**src/rtl/whack_pkg.sv**
```systemverilog
// Shared encodings for the whack-a-mole game blocks.
// State codes are the values driven on the state output.
package whack_pkg;

    typedef enum logic [1:0] {
        ST_IDLE = 2'd0,
        ST_WAIT = 2'd1,
        ST_UP   = 2'd2,
        ST_END  = 2'd3
    } state_e;

    localparam int LFSR_W  = 16;
    // Taps 16,14,13,11 in right-shift form: bits 0,2,3,5 feed bit 15
    localparam logic [LFSR_W-1:0] LFSR_TAPS = 16'h002D;
    localparam int TIMER_W = 16;

endpackage

```
**src/rtl/lfsr16.sv**
```systemverilog
// 16-bit Fibonacci LFSR, shifting right with feedback into the MSB.
// Free-running entropy source shared by the game blocks.
module lfsr16
    import whack_pkg::*;
#(
    parameter logic [LFSR_W-1:0] SEED = 16'hACE1
) (
    input  logic              clk,
    input  logic              reset,
    input  logic              en,
    output logic [LFSR_W-1:0] q
);

    logic [LFSR_W-1:0] q_q, q_d;
    logic              fb;

    assign fb  = ^(q_q & LFSR_TAPS);
    assign q_d = en ? {fb, q_q[LFSR_W-1:1]} : q_q;
    assign q   = q_q;

    always_ff @(posedge clk or negedge reset) begin
        if (!reset) q_q <= SEED;
        else        q_q <= q_d;
    end

endmodule

```
**src/rtl/whack_a_mole_multi.sv**
```systemverilog
// N-hole whack-a-mole controller: random mole/delay from an LFSR,
// shrinking hit window, lives, and a blinking game-over display.
module whack_a_mole_multi
    import whack_pkg::*;
#(
    parameter int          N_MOLES     = 4,
    parameter int          TICK_DIV    = 100000,
    parameter int          WAIT_MIN    = 500,
    parameter int          WAIT_SPAN   = 1024,
    parameter int          HIT_INIT    = 1000,
    parameter int          HIT_MIN     = 300,
    parameter int          HIT_STEP    = 50,
    parameter int          STEP_EVERY  = 4,
    parameter int          LIVES_INIT  = 3,
    parameter int          SCORE_W     = 8,
    parameter int          LIVES_W     = 4,
    parameter int          BLINK_TICKS = 250,
    parameter logic [15:0] LFSR_SEED   = 16'hACE1
) (
    input  logic               clk,
    input  logic               reset,
    input  logic [N_MOLES-1:0] buttons,
    output logic [N_MOLES-1:0] mole,
    output logic [SCORE_W-1:0] score,
    output logic [LIVES_W-1:0] lives,
    output logic [1:0]         state,
    output logic               hit_pulse,
    output logic               miss_pulse
);

    localparam int TCW = $clog2(TICK_DIV + 1);
    localparam int HCW = $clog2(STEP_EVERY + 1);
    localparam int IW  = $clog2(N_MOLES);

    localparam logic [TIMER_W-1:0] T_WMIN  = TIMER_W'(WAIT_MIN);
    localparam logic [TIMER_W-1:0] T_HINIT = TIMER_W'(HIT_INIT);
    localparam logic [TIMER_W-1:0] T_HMIN  = TIMER_W'(HIT_MIN);
    localparam logic [TIMER_W-1:0] T_HSTEP = TIMER_W'(HIT_STEP);
    localparam logic [TIMER_W-1:0] T_FLOOR = TIMER_W'(HIT_MIN + HIT_STEP);
    localparam logic [TIMER_W-1:0] T_BLINK = TIMER_W'(BLINK_TICKS);
    localparam logic [TIMER_W-1:0] T_ONE   = TIMER_W'(1);
    localparam logic [LFSR_W-1:0]  SPAN_MK = LFSR_W'(WAIT_SPAN - 1);
    localparam logic [7:0]         NM8     = 8'(N_MOLES);
    localparam logic [TCW-1:0]     TC_LAST = TCW'(TICK_DIV - 1);
    localparam logic [HCW-1:0]     HC_STEP = HCW'(STEP_EVERY);
    localparam logic [LIVES_W-1:0] L_INIT  = LIVES_W'(LIVES_INIT);
    localparam logic [LIVES_W-1:0] L_ONE   = LIVES_W'(1);
    localparam logic [N_MOLES-1:0] M_ONE   = N_MOLES'(1);

    state_e             st_q, st_d;
    logic [N_MOLES-1:0] mole_q, mole_d, btn_prev_q;
    logic [SCORE_W-1:0] score_q, score_d;
    logic [LIVES_W-1:0] lives_q, lives_d;
    logic               hit_q, hit_d, miss_q, miss_d;
    logic [TCW-1:0]     tcnt_q, tcnt_d;
    logic [TIMER_W-1:0] tmr_q, tmr_d, win_q, win_d;
    logic [HCW-1:0]     hcnt_q, hcnt_d;
    logic [IW-1:0]      sel_q, sel_d;

    logic [LFSR_W-1:0]  lfsr;
    logic [N_MOLES-1:0] press, sel_mask;
    logic [TIMER_W-1:0] delay;
    logic [IW-1:0]      idx;
    logic [HCW-1:0]     hcnt_inc;
    logic               tick, wrong, right;

    lfsr16 #(.SEED(LFSR_SEED)) u_lfsr (
        .clk   (clk),
        .reset (reset),
        .en    (1'b1),
        .q     (lfsr)
    );

    assign press    = buttons & ~btn_prev_q;
    assign tick     = (st_q != ST_IDLE) && (tcnt_q == TC_LAST);
    assign delay    = T_WMIN + (lfsr & SPAN_MK);
    assign idx      = IW'(lfsr[7:0] % NM8);
    assign sel_mask = M_ONE << sel_q;
    assign wrong    = |(press & ~sel_mask);
    assign right    = |(press & sel_mask);
    assign hcnt_inc = hcnt_q + HCW'(1);

    always_comb begin
        st_d    = st_q;
        mole_d  = mole_q;
        score_d = score_q;
        lives_d = lives_q;
        hit_d   = 1'b0;
        miss_d  = 1'b0;
        tcnt_d  = tcnt_q;
        tmr_d   = tmr_q;
        win_d   = win_q;
        hcnt_d  = hcnt_q;
        sel_d   = sel_q;
        if (st_q != ST_IDLE) tcnt_d = tick ? '0 : tcnt_q + TCW'(1);
        if (tick && tmr_q != '0) tmr_d = tmr_q - T_ONE;
        unique case (st_q)
            ST_IDLE: begin
                if (|press) begin
                    st_d    = ST_WAIT;
                    score_d = '0;
                    lives_d = L_INIT;
                    win_d   = T_HINIT;
                    hcnt_d  = '0;
                    tmr_d   = delay;
                    tcnt_d  = '0;
                end
            end
            ST_WAIT: begin
                if (tick && tmr_q == T_ONE) begin
                    st_d   = ST_UP;
                    sel_d  = idx;
                    mole_d = M_ONE << idx;
                    tmr_d  = win_q;
                end
            end
            ST_UP: begin
                // A wrong button outranks a simultaneous correct one
                if (wrong || (!right && tick && tmr_q == T_ONE)) begin
                    miss_d = 1'b1;
                    mole_d = '0;
                    if (lives_q <= L_ONE) begin
                        lives_d = '0;
                        st_d    = ST_END;
                        mole_d  = '1;
                        tmr_d   = T_BLINK;
                    end else begin
                        lives_d = lives_q - L_ONE;
                        st_d    = ST_WAIT;
                        tmr_d   = delay;
                    end
                end else if (right) begin
                    hit_d  = 1'b1;
                    mole_d = '0;
                    st_d   = ST_WAIT;
                    tmr_d  = delay;
                    hcnt_d = hcnt_inc;
                    if (score_q != '1) score_d = score_q + SCORE_W'(1);
                    if (hcnt_inc == HC_STEP) begin
                        hcnt_d = '0;
                        win_d  = (win_q >= T_FLOOR) ? win_q - T_HSTEP : T_HMIN;
                    end
                end
            end
            ST_END: begin
                if (|press) begin
                    st_d   = ST_IDLE;
                    mole_d = '0;
                end else if (tick && tmr_q == T_ONE) begin
                    mole_d = ~mole_q;
                    tmr_d  = T_BLINK;
                end
            end
            default: ;
        endcase
    end

    always_ff @(posedge clk or negedge reset) begin
        if (!reset) begin
            st_q       <= ST_IDLE;
            mole_q     <= '0;
            score_q    <= '0;
            lives_q    <= L_INIT;
            hit_q      <= 1'b0;
            miss_q     <= 1'b0;
            btn_prev_q <= '0;
            tcnt_q     <= '0;
            tmr_q      <= '0;
            win_q      <= T_HINIT;
            hcnt_q     <= '0;
            sel_q      <= '0;
        end else begin
            st_q       <= st_d;
            mole_q     <= mole_d;
            score_q    <= score_d;
            lives_q    <= lives_d;
            hit_q      <= hit_d;
            miss_q     <= miss_d;
            btn_prev_q <= buttons;
            tcnt_q     <= tcnt_d;
            tmr_q      <= tmr_d;
            win_q      <= win_d;
            hcnt_q     <= hcnt_d;
            sel_q      <= sel_d;
        end
    end

    assign mole       = mole_q;
    assign score      = score_q;
    assign lives      = lives_q;
    assign state      = st_q;
    assign hit_pulse  = hit_q;
    assign miss_pulse = miss_q;

endmodule

```
**config.mk**
```make
export PLATFORM = sky130hd
export DESIGN_NAME = whack_a_mole_multi
export DESIGN_NICKNAME = d
export VERILOG_FILES = /design/src/rtl/whack_pkg.sv /design/src/rtl/lfsr16.sv /design/src/rtl/whack_a_mole_multi.sv
export SDC_FILE = /design/constraint.sdc
export NUM_CORES = 1
export LEC_CHECK = 0
export CAP_MARGIN = 25
export CORE_MARGIN = 2
export CORE_UTILIZATION = 40
export DETAILED_ROUTE_END_ITERATION = 12
export GPL_ROUTABILITY_DRIVEN = 0
export PLACE_DENSITY = 0.65
export SLEW_MARGIN = 30
export SYNTH_ARGS = -nofsm -noshare
export SYNTH_HDL_FRONTEND = slang
export SYNTH_HIERARCHICAL = 1
export SYNTH_SLANG_ARGS = --single-unit
```
**constraint.sdc**
```tcl
create_clock -name clk -period 3.4 [get_ports clk]
set_input_delay 0.68 -clock clk [delete_from_list [all_inputs] [get_ports clk]]
set_output_delay 0.68 -clock clk [all_outputs]
set_load 0.05 [all_outputs]
```
==> flow_summary_export.csv <==
group,metric,value,unit
synthesis,ys.flop_type,"dfrtp_1",
cts,htreeDepth,3,
worst_setup_path,cp.arrival,3140,ps
floorplanning,start_util,41.3,%
floorplanning,num_rows,41,
timing,finalSetupViolCount,0,
timing,holdWs,298,ps
timing,clock_skew,11.4,ps
grt,grt_pass1_wl,20.3,mm
synthesis,syn_area,5260,µm²
synthesis,yosys-top-cells-area,"dfrtp_1, dfstp_2, nor2_1, xor2_1, xnor2_1",
timing,tightestPinTransition,955,ps
timing,setup_tns,0,ps
route,ant_nets,0,
floorplanning,core-area,12700,µm²
power_and_ir_drop,p_leak,2.43,nW
floorplanning,io_pins,26,
timing,max_freq,343,MHz
timing,report.final.slew_viol_count,0,
timing,rsz0062_at_grt,"no",
synthesis,synth_seq_cells,93,
worst_setup_path,required,3620,ps
route,vias,4161,
place,pre_cts_ws,309,ps
synthesis,netlist-cell-type-count,74,
synthesis,yosysTopAreaCell,"dfrtp_1",
timing,period_minus_slack,2920,ps
worst_setup_path,path_class,"reg2reg",
timing,fin_crit_sh,85.8,%
worst_hold_path,hold_class,"in2async",
power_and_ir_drop,peakVddDrop,0.287,mV
layout,final_area,6040,µm²
cts,clk_pin_slew,70,ps
grt,grt_max_degree,53,
route,first_pass_iters,5,
route,vias_per_cell,5.54,
floorplanning,die_h,119,µm
worst_setup_path,worstSetupEndpointType,"flop",
timing,relSlewSlack,36.1,%
grt,grt_pass1_vias,4150,
layout,area.growth.synth_to_final,15.0,%
synthesis,synth.top_cell.area_share,36.7,%
synthesis,synth.most_common_cell,"dfrtp_1",
cts,cts_resized,0,
layout,fill_cells,1240,
synthesis,synth_nets,561,
worst_setup_path,cp_max_fo,6,
worst_setup_path,r2r_slack,480,ps
layout,fin_nets,590,
grt,track_usage,17.7,%
cts,clkLatencyLatePin,360,ps
place,postPlaceCellArea,5730,µm²
floorplanning,die_area,14100,µm²
cts,cts_tree,"built",
power_and_ir_drop,power.density,490,nW/µm²
cts,cts_root_buf,"clkbuf_16",
synthesis,avgSynthCellArea,9.64,µm²
synthesis,postSynthCellCount,545,
synthesis,yosysSeqAreaShare,44.7,%
worst_setup_path,cp-start-kind,"flop",
layout,seqCellArea,2350,µm²
layout,diodes,0,
outcome,status,"complete, no violations",
timing,timing.final.ws_setup,482,ps
place,portBuffers,25,
cts,cts_hold_buf,0,
synthesis,yosys_warnings,6,
place,dp_hpwl,8.50,mm
cts,clock_path_buffers,2,
cts,numCtsBuffers,9,
floorplanning,die_x,119,µm
route,routed_wl,11.9,mm
synthesis,synth_edf_count,0,
cts,postCtsSetupBuffers,0,
route,drc,0,
job,maxCapViolCount,0,
synthesis,async_reset_ff_share,100,%
route,drt-initial-drc-count,220,
layout,multi_input_area,2760,µm²
grt,antenna_found_initial,0,
cts,clock-sinks,93,
layout,drive_gt1_share,14.5,%
timing,hold_viol,0,
grt,gr-total-overflow,0,
route,wl_per_cell,15.9,µm
synthesis,yosys-top-cells-count,"dfrtp_1, nor2_1, nand2_1",
[cell usage in the layout (no fill, tap or decap), drive strengths merged, types with 3 or more instances in the layout]
cell           instances
a21oi                 20
a221oi                 3
a2bb2oi                3
a31oi                  6
and3                   4
buf                   12
clkbuf                 9
clkdlybuf4s50         24
clkinv                 4
dfrtp                 77
dfstp                 16
ha                    10
inv                   16
mux2                  19
mux2i                  5
nand2                 38
nand2b                 8
nand3                 26
nand4                 15
nor2                  76
nor2b                  5
nor3                  12
nor4                   5
o211ai                 4
o21ai                 35
o221ai                 4
o2bb2ai                4
o31ai                  5
o41ai                  3
or2                    5
or3                   10
or4                    7
xnor2                 19
xor2                  31
[state kept, by name (all words and copies together) (netlist names), 2 cells and up]
| register | count |
|---|---|
| tcnt_q | 17 |
| hcnt_q | 3 |
| score | 8 |
| tmr_q | 16 |
| sel_q | 2 |
| lives | 4 |
| state | 2 |
| u_lfsr/q | 16 |
| mole | 4 |
| win_q | 15 |
| btn_prev_q | 4 |
[through the flow]
step	power, mW	cells	utilization (%)
after floorplan	1.74	545	-
after global placement	1.88	735	45.0
after detailed placement	1.90	735	45.0
after CTS	2.99	751	47.5
after global routing	3.09	751	47.5
final	2.96	751	47.5
[cell families after synthesis]
kind of cell    count (synthesis)  share of synthesized area (%)
buf+inv                        35                           3.05
xor+xnor                       50                           8.33
mux                            24                           5.59
simple gates                  224                           21.9
fa+ha+maj                      10                           2.38
flops                          93                           44.7
compound gates                108                           14.0
other cells                     1                         0.0713
[cell type report]
type                    instances  share of cell area [%]
multi-input cells             417                    45.7
repair buffers                 36                    5.67
clock buffers                   9                    3.73
clock inverters                 7                    1.49
well taps                     172                    3.56
flip-flops and latches         93                    38.8
inverters                      17                    1.06
[worst paths after layout]
path                       cells past startpoint  startpoint             to
min                                            1       reset  btn_prev_q[1]
max                                            7    tmr_q[8]       tmr_q[2]
max reg2reg                                    7    tmr_q[8]       tmr_q[2]
min reg2reg                                    1   hcnt_q[2]      hcnt_q[2]
max in group asynchronous                      2       reset       win_q[7]
min in group clk                               1   hcnt_q[2]      hcnt_q[2]
[power by group]
part	internal (mW)	total [mW]	switching, mW	leakage, nW
Sequential	1.25	1.40	0.149	1.14
Combinational	0.249	0.476	0.228	1.14
Clock	0.640	1.08	0.441	0.151
[worst max-delay path: stages (launching register included)]
cell and delay [ps]:
dfrtp_1 420, or4_4 590, or4b_1 690, nor4_4 350, a21oi_2 160, o21ai_1 250
o21a_1 200, o221ai_1 120
[routing by layer]
layer	part of all wire (%)	track usage [%]	wire length, µm
met3	4.4	3.81	522
met2	47	28.5	5660
met5	0	0	0
met4	2.2	6.25	262
met1	46	23.5	5470
(Power assumes the default switching activity.)
